$ cat src/rtl/pipe_lr_if.sv
// pipe_lr_if: valid/ready/data handshake bundle for pipe_lr.
// The master drives vld/data and observes rdy; the slave does the reverse.
interface pipe_lr_if #(
   parameter int unsigned DW = 32
);
   logic          vld;
   logic          rdy;
   logic [DW-1:0] data;

   modport master (
      output vld,
      output data,
      input  rdy
   );

   modport slave (
      input  vld,
      input  data,
      output rdy
   );
endinterface

$ cat src/rtl/pipe_lr.sv
// pipe_lr: DEPTH-stage valid/ready pipeline register with flush and reset value.
// Empty stages always accept, so stalls squeeze out bubbles instead of
// stalling the whole pipe. Stage DEPTH-1 drives the outputs. DEPTH: 1..8.
module pipe_lr #(
   parameter int unsigned   DW      = 32,
   parameter int unsigned   DEPTH   = 2,
   parameter logic [DW-1:0] RST_VAL = '0
) (
   input  logic                         clk,
   input  logic                         rst,
   input  logic                         i_flush,
   pipe_lr_if.slave                     i_in,
   pipe_lr_if.master                    o_out,
   output logic [$clog2(DEPTH+1)-1:0]   o_count
);

   localparam int unsigned CW = $clog2(DEPTH + 1);

   logic [DEPTH-1:0] r_v;
   logic [DW-1:0]    r_d [DEPTH];
   logic [CW-1:0]    r_cnt;

   logic [DEPTH-1:0] w_rdy;
   logic [DEPTH-1:0] w_src_v;
   logic [DW-1:0]    w_src_d [DEPTH];
   logic [DEPTH-1:0] w_ld;
   logic [DEPTH-1:0] w_v_nxt;
   logic [CW-1:0]    w_cnt_nxt;

   // Ready chain: a stage can take a beat when empty or when its occupant moves on.
   always_comb begin
      w_rdy = '0;
      w_rdy[DEPTH-1] = ~r_v[DEPTH-1] | o_out.rdy;
      for (int i = int'(DEPTH) - 2; i >= 0; i--) begin
         w_rdy[i] = ~r_v[i] | w_rdy[i+1];
      end
   end

   // Source of each stage: upstream port for stage 0, the previous stage otherwise.
   always_comb begin
      w_src_v    = '0;
      w_src_v[0] = i_in.vld;
      w_src_d[0] = i_in.data;
      for (int i = 1; i < int'(DEPTH); i++) begin
         w_src_v[i] = r_v[i-1];
         w_src_d[i] = r_d[i-1];
      end
   end

   // Next valid bits, data load enables and registered occupancy.
   always_comb begin
      w_v_nxt   = r_v;
      w_ld      = '0;
      w_cnt_nxt = '0;
      for (int i = 0; i < int'(DEPTH); i++) begin
         if (w_rdy[i] && !i_flush) begin
            w_v_nxt[i] = w_src_v[i];
            // Data only moves with a valid beat; bubbles leave the register untouched.
            w_ld[i]    = w_src_v[i];
         end
      end
      if (i_flush) begin
         w_v_nxt = '0;
      end
      for (int i = 0; i < int'(DEPTH); i++) begin
         w_cnt_nxt = w_cnt_nxt + CW'(w_v_nxt[i]);
      end
   end

   // Stage state; reset wins over flush and any handshake.
   always_ff @(posedge clk) begin
      if (rst) begin
         r_v   <= '0;
         r_cnt <= '0;
         for (int i = 0; i < int'(DEPTH); i++) begin
            r_d[i] <= RST_VAL;
         end
      end else begin
         r_v   <= w_v_nxt;
         r_cnt <= w_cnt_nxt;
         for (int i = 0; i < int'(DEPTH); i++) begin
            if (w_ld[i]) begin
               r_d[i] <= w_src_d[i];
            end
         end
      end
   end

   // Flush blocks new input; an output transfer in the flush cycle still completes.
   assign i_in.rdy   = w_rdy[0] & ~i_flush;
   assign o_out.vld  = r_v[DEPTH-1];
   assign o_out.data = r_d[DEPTH-1];
   assign o_count    = r_cnt;

endmodule

$ cat src/flat_wrapper.sv
// flat-port wrapper written by rule: the top's interface ports become plain ports
module pipe_lr_flat 
#(
   parameter int unsigned   DW      = 32,
   parameter int unsigned   DEPTH   = 2,
   parameter logic [DW-1:0] RST_VAL = '0
)
  (clk, rst, i_flush, o_count, i_in_vld, i_in_data, i_in_rdy, o_out_vld, o_out_data, o_out_rdy);
  pipe_lr_if #(.DW(DW)) i_in_i ();
  pipe_lr_if #(.DW(DW)) o_out_i ();
  input  logic clk;
  input  logic rst;
  input  logic i_flush;
  output logic [$clog2(DEPTH+1)-1:0] o_count;
  input wire logic [$bits(i_in_i.vld)-1:0] i_in_vld;
  input wire logic [$bits(i_in_i.data)-1:0] i_in_data;
  output wire logic [$bits(i_in_i.rdy)-1:0] i_in_rdy;
  output wire logic [$bits(o_out_i.vld)-1:0] o_out_vld;
  output wire logic [$bits(o_out_i.data)-1:0] o_out_data;
  input wire logic [$bits(o_out_i.rdy)-1:0] o_out_rdy;
  assign i_in_i.vld = i_in_vld;
  assign i_in_i.data = i_in_data;
  assign i_in_rdy = i_in_i.rdy;
  assign o_out_vld = o_out_i.vld;
  assign o_out_data = o_out_i.data;
  assign o_out_i.rdy = o_out_rdy;
  pipe_lr #(.DW(DW), .DEPTH(DEPTH), .RST_VAL(RST_VAL)) u_core (.clk(clk), .rst(rst), .i_flush(i_flush), .i_in(i_in_i), .o_out(o_out_i), .o_count(o_count));
endmodule
$ cat config.mk
export PLATFORM = sky130hd
export DESIGN_NAME = pipe_lr_flat
export DESIGN_NICKNAME = d
export VERILOG_FILES = /design/src/rtl/pipe_lr_if.sv /design/src/rtl/pipe_lr.sv /design/src/flat_wrapper.sv
export SDC_FILE = /design/constraint.sdc
export NUM_CORES = 1
export LEC_CHECK = 0
export ABC_AREA = 1
export BUFFER_PORTS_ARGS = -buffer_cell sky130_fd_sc_hd__buf_2
export CAP_MARGIN = 20
export CORE_UTILIZATION = 58
export DETAILED_ROUTE_END_ITERATION = 12
export PLACE_DENSITY = 0.87
export SYNTH_ARGS = -nofsm -noshare
export SYNTH_HDL_FRONTEND = slang
export SYNTH_SLANG_ARGS = --single-unit
$ cat constraint.sdc
create_clock -name clk -period 8.7 [get_ports clk]
set_input_delay 1.305 -clock clk [delete_from_list [all_inputs] [get_ports clk]]
set_output_delay 1.305 -clock clk [all_outputs]
set_load 0.02 [all_outputs]
Yosys cells after proc, flatten, opt, wreduce, memory -nomap -nowiden
Memories as Yosys holds them, arrays and structs flattened. Cells that the tools add are included.

Add/sub/neg operators: 1. Multiplexer cells: 15. Bitwise logic cells: 8. Reduce and logical (&&, ||, !) cells: 3.

Operators by type and width (number): 2-to-1 mux 32 bit (2); 2-to-1 mux 1 bit (12); bitwise OR 1 bit (4); inverter 1 bit (3); adder 1 x 1 -> 2 bit (1); logical AND 1 bit (2); 2-to-1 mux 2 bit (1); AND 1 bit (1); zero test 1 bit (1).

Register bits after elaboration: 4. Memory bits (writable): 64. Input bits: 37. Memories: 1.

Memories: u_core.r_d (words 2, bits a word 32, rd ports 2, clocked after Yosys merged registers in 0, wr ports 2, RTL line pipe_lr.sv:20) `logic [DW-1:0] r_d [DEPTH];`.

Depth between registers and ports, before layout
Word-level depth: 9. Depth in mapped cells: 6.

Worst setup path before layout
No wires, ideal clock.

Path type: in2reg. From: in o_out_rdy. To: mem u_core.r_d[0][0] (enable). Arrival time: 3.790 ns. Required time: 8.234 ns. Path slack: 4.444 ns. Stages on the path: 4. Buffers on the path: 0. Path through: inv_1 > nand3_2 > nand2_1 > o21ai_0.

RTL lines: from (decl) (RTL line flat_wrapper.sv:20) `input wire logic [$bits(o_out_i.rdy)-1:0] o_out_rdy;`; to (decl) (RTL line pipe_lr.sv:20).

==> results.md <==
* Worst min path class: flip-flop to flip-flop
* Max clock buf depth at 2
* CTS Sinks at ~70
* Post-CTS Setup Inserts at 0
* Area Overhead vs Synth at 8.98%
* Number of remaining DRC errors at 0
* Post-Syn Nets at around 300
* Worst Hold Endpoint: u_core.r_d[0][45]
* DRT Pass-1 Iters at 4
* R2R depth at 4
* First-pass GRT wire length at ~8000 µm
* RR Startpoint: u_core.r_v[1]
* Largest net degree at the start of global routing at 66
* Worst Min Path Start: u_core.r_d[0][13]
* Worst setup SP type: input pin
* Synthesized area at 3330 µm²
* PwrDens at ~200 nW/µm²
* Tcrit/Tclk final at 0.390
* IO Port Bufs at 72
* Final WS setup at roughly 5300 ps
* EDFF count, synth at 64
* Post-synthesis sequential area ratio at 0.602
* Initial Util at 0.604
* Worst slew margin at 0.288
* Via count at approximately 1800
* Hold Violations, Final at 0
* RSZ-0062 raised after global routing: false
* Yosys Warn Count at 0
* Minimum clock period after layout at 3390 ps
* Vias in the first global route at 1802
* Worst-path clk slew at about 70 ps
* Critical Path Start: o_out_rdy
* Synth Flop Type: edfxtp_1
* Tot GR Track Use at 0.178
* Wire per inst at about 13 µm
* Leak at roughly 1.5 nW
* Aggregate global routing overflow at 0
* Crit-path max cell delay at 810 ps
* Synth top area share at 0.577
* Post-cts sizing count at 0
* Slowest-stage cell, CP: buf_4
* Peak supply drop at between 0.1 and 0.15 mV
* # hold bufs at CTS at 0
* Critical Path RT at about 8600 ps
* # IOs at between 70 and 80
* CP bufs+invs at 3
* Hold path cells at 2
* Number of CTS-inserted buffers at 9
* Most frequent cells after synthesis: inv_1, edfxtp_1, a21oi_2
* Ys async rst share at 0
* Root Buffer: clkbuf_8
* Final setup fails at 0
* DR iter-0 viols at 85
* Top-count cell post-synth: inv_1
* Crit path kind: input pin to flip-flop
* Worst Tran Pin Value at between 1000 and 1500 ps
* DP Worst Slack at 4940 ps
* Crit. End Element: flip-flop
* Worst r2r dst: u_core.r_d[0][49]
* Layout cell share with drive strength beyond 1 at 0.506
* #FFs+latches synth at 68
* Number of diodes at 0
* Reg2Reg Setup Slack at between 6000 and 7000 ps
* Core box area at around 5500 µm²
* Clock Skew at around 7.3 ps
* Crit-path leading delay family: buffers and inverters
* Die area at 6050 µm²
* Final ANT Viol Nets at 0
* Critical Path AT at between 3000 and 4000 ps
* Fin util at 0.659
* Die Width at slightly below 80 µm
* Largest cells by area after synthesis: edfxtp_1, a21oi_2, inv_1
* H-tree depth at 3
* Maxcap violations at 0
* Status: finished clean
* Final GP Congestion at around 0.77
* Syn Area/Cell at roughly 13 µm²
* Final Max Tran Viols at 0
* Maximum fanout along the worst path at 65
* Setup TNS at 0 ps
* DP HPWL at 2930 µm
* Yosys top cell by area: edfxtp_1
* Nets at ~340
* Cell Rows at 27
* Routed WL at 4820 µm
* CTS tree: done
* Yosys cell types at 18
* F_max at slightly below 300 MHz
* CP cell instances: buf_2 > inv_1 > nand2_1 > nand4_4 > buf_4 > nand2_2
* Vias per inst at ~4.8
* Clk_lat worst skew at 340 ps
* Post-Synthesis Cells at ~260
* Initial antenna violation count at 0
* Chip height at approximately 78 µm
## worst max path at each step
stage / to / slack [ps] / cells after the start
floorplan: u_core.r_d[0][0] / 4440 / 4
global placement: u_core.r_d[0][35] / 5060 / 6
detailed placement: u_core.r_d[0][35] / 4940 / 6
CTS: u_core.r_d[0][49] / 5310 / 6
global route: u_core.r_d[0][49] / 5120 / 6
finish: u_core.r_d[0][49] / 5310 / 6
## report_power, final
group / switching [W] / leakage (nW) / internal, W
Combinational: 0.0000429 / 0.728 / 0.0000204
Sequential: 0.00000492 / 0.705 / 0.000378
Clock: 0.000116 / 0.107 / 0.000160
Total: 0.000164 / 1.54 / 0.000558
## per-stage QoR
stage               total power (W)  cells  area [µm²]  hold WS, ps
floorplan                  0.000444    263        3330          528
global placement           0.000451    364        3410          533
detailed placement         0.000454    364        3410          543
CTS                        0.000730    380        3630          561
global route               0.000752    380        3630          587
finish                     0.000722    380        3630          554
## kinds of logic after synthesis
| kind of cell | count (synthesis) | synth area share |
|---|---|---|
| buffers and inverters | 116 | 0.199 |
| AOI/OAI and AO/OA | 67 | 0.168 |
| DFF | 68 | 0.602 |
| and+or+nand+nor | 11 | 0.0271 |
| adders and majority gates | 1 | 0.00376 |
## per-layer routing
metal | vias to the layer above | global-route usage | routed length [µm]
met5 | - | 0 | 0
met4 | 0 | 0.108 | 145
met3 | 15 | 0.0388 | 229
met2 | 60 | 0.305 | 2460
met1 | 839 | 0.204 | 1980
li1 | 900 | - | -
## registers in the layout, indices dropped and copies added, names as in the netlist
name and flops:
u_core.o_count 2, u_core.r_v 2, u_core.r_d 64
## cell type report
type,instances,area (µm²)
sequential,68,2000
fill,432,1880
multi-input combinational,79,674
timing repair buffer,74,375
inverter,71,272
clock buffer,9,124
clock inverter,7,90.1
tap,72,90.1
## cells in the final DEF (no fill, tap or decap), drive strengths merged, types with 4 or more instances in the layout
| cell type | count |
|---|---|
| inv | 71 |
| a21oi | 65 |
| buf | 74 |
| dfxtp | 4 |
| edfxtp | 64 |
| nand2 | 4 |
| clkinv | 4 |
| clkbuf | 9 |
## worst min-delay path, delay by kind of cell (launching register included)
kind | cells | cell delay [ps]
AO/OA/AOI/OAI | 1 | 80
buffers and inverters | 1 | 40
flip-flops | 1 | 320
(Power assumes the default switching activity.)
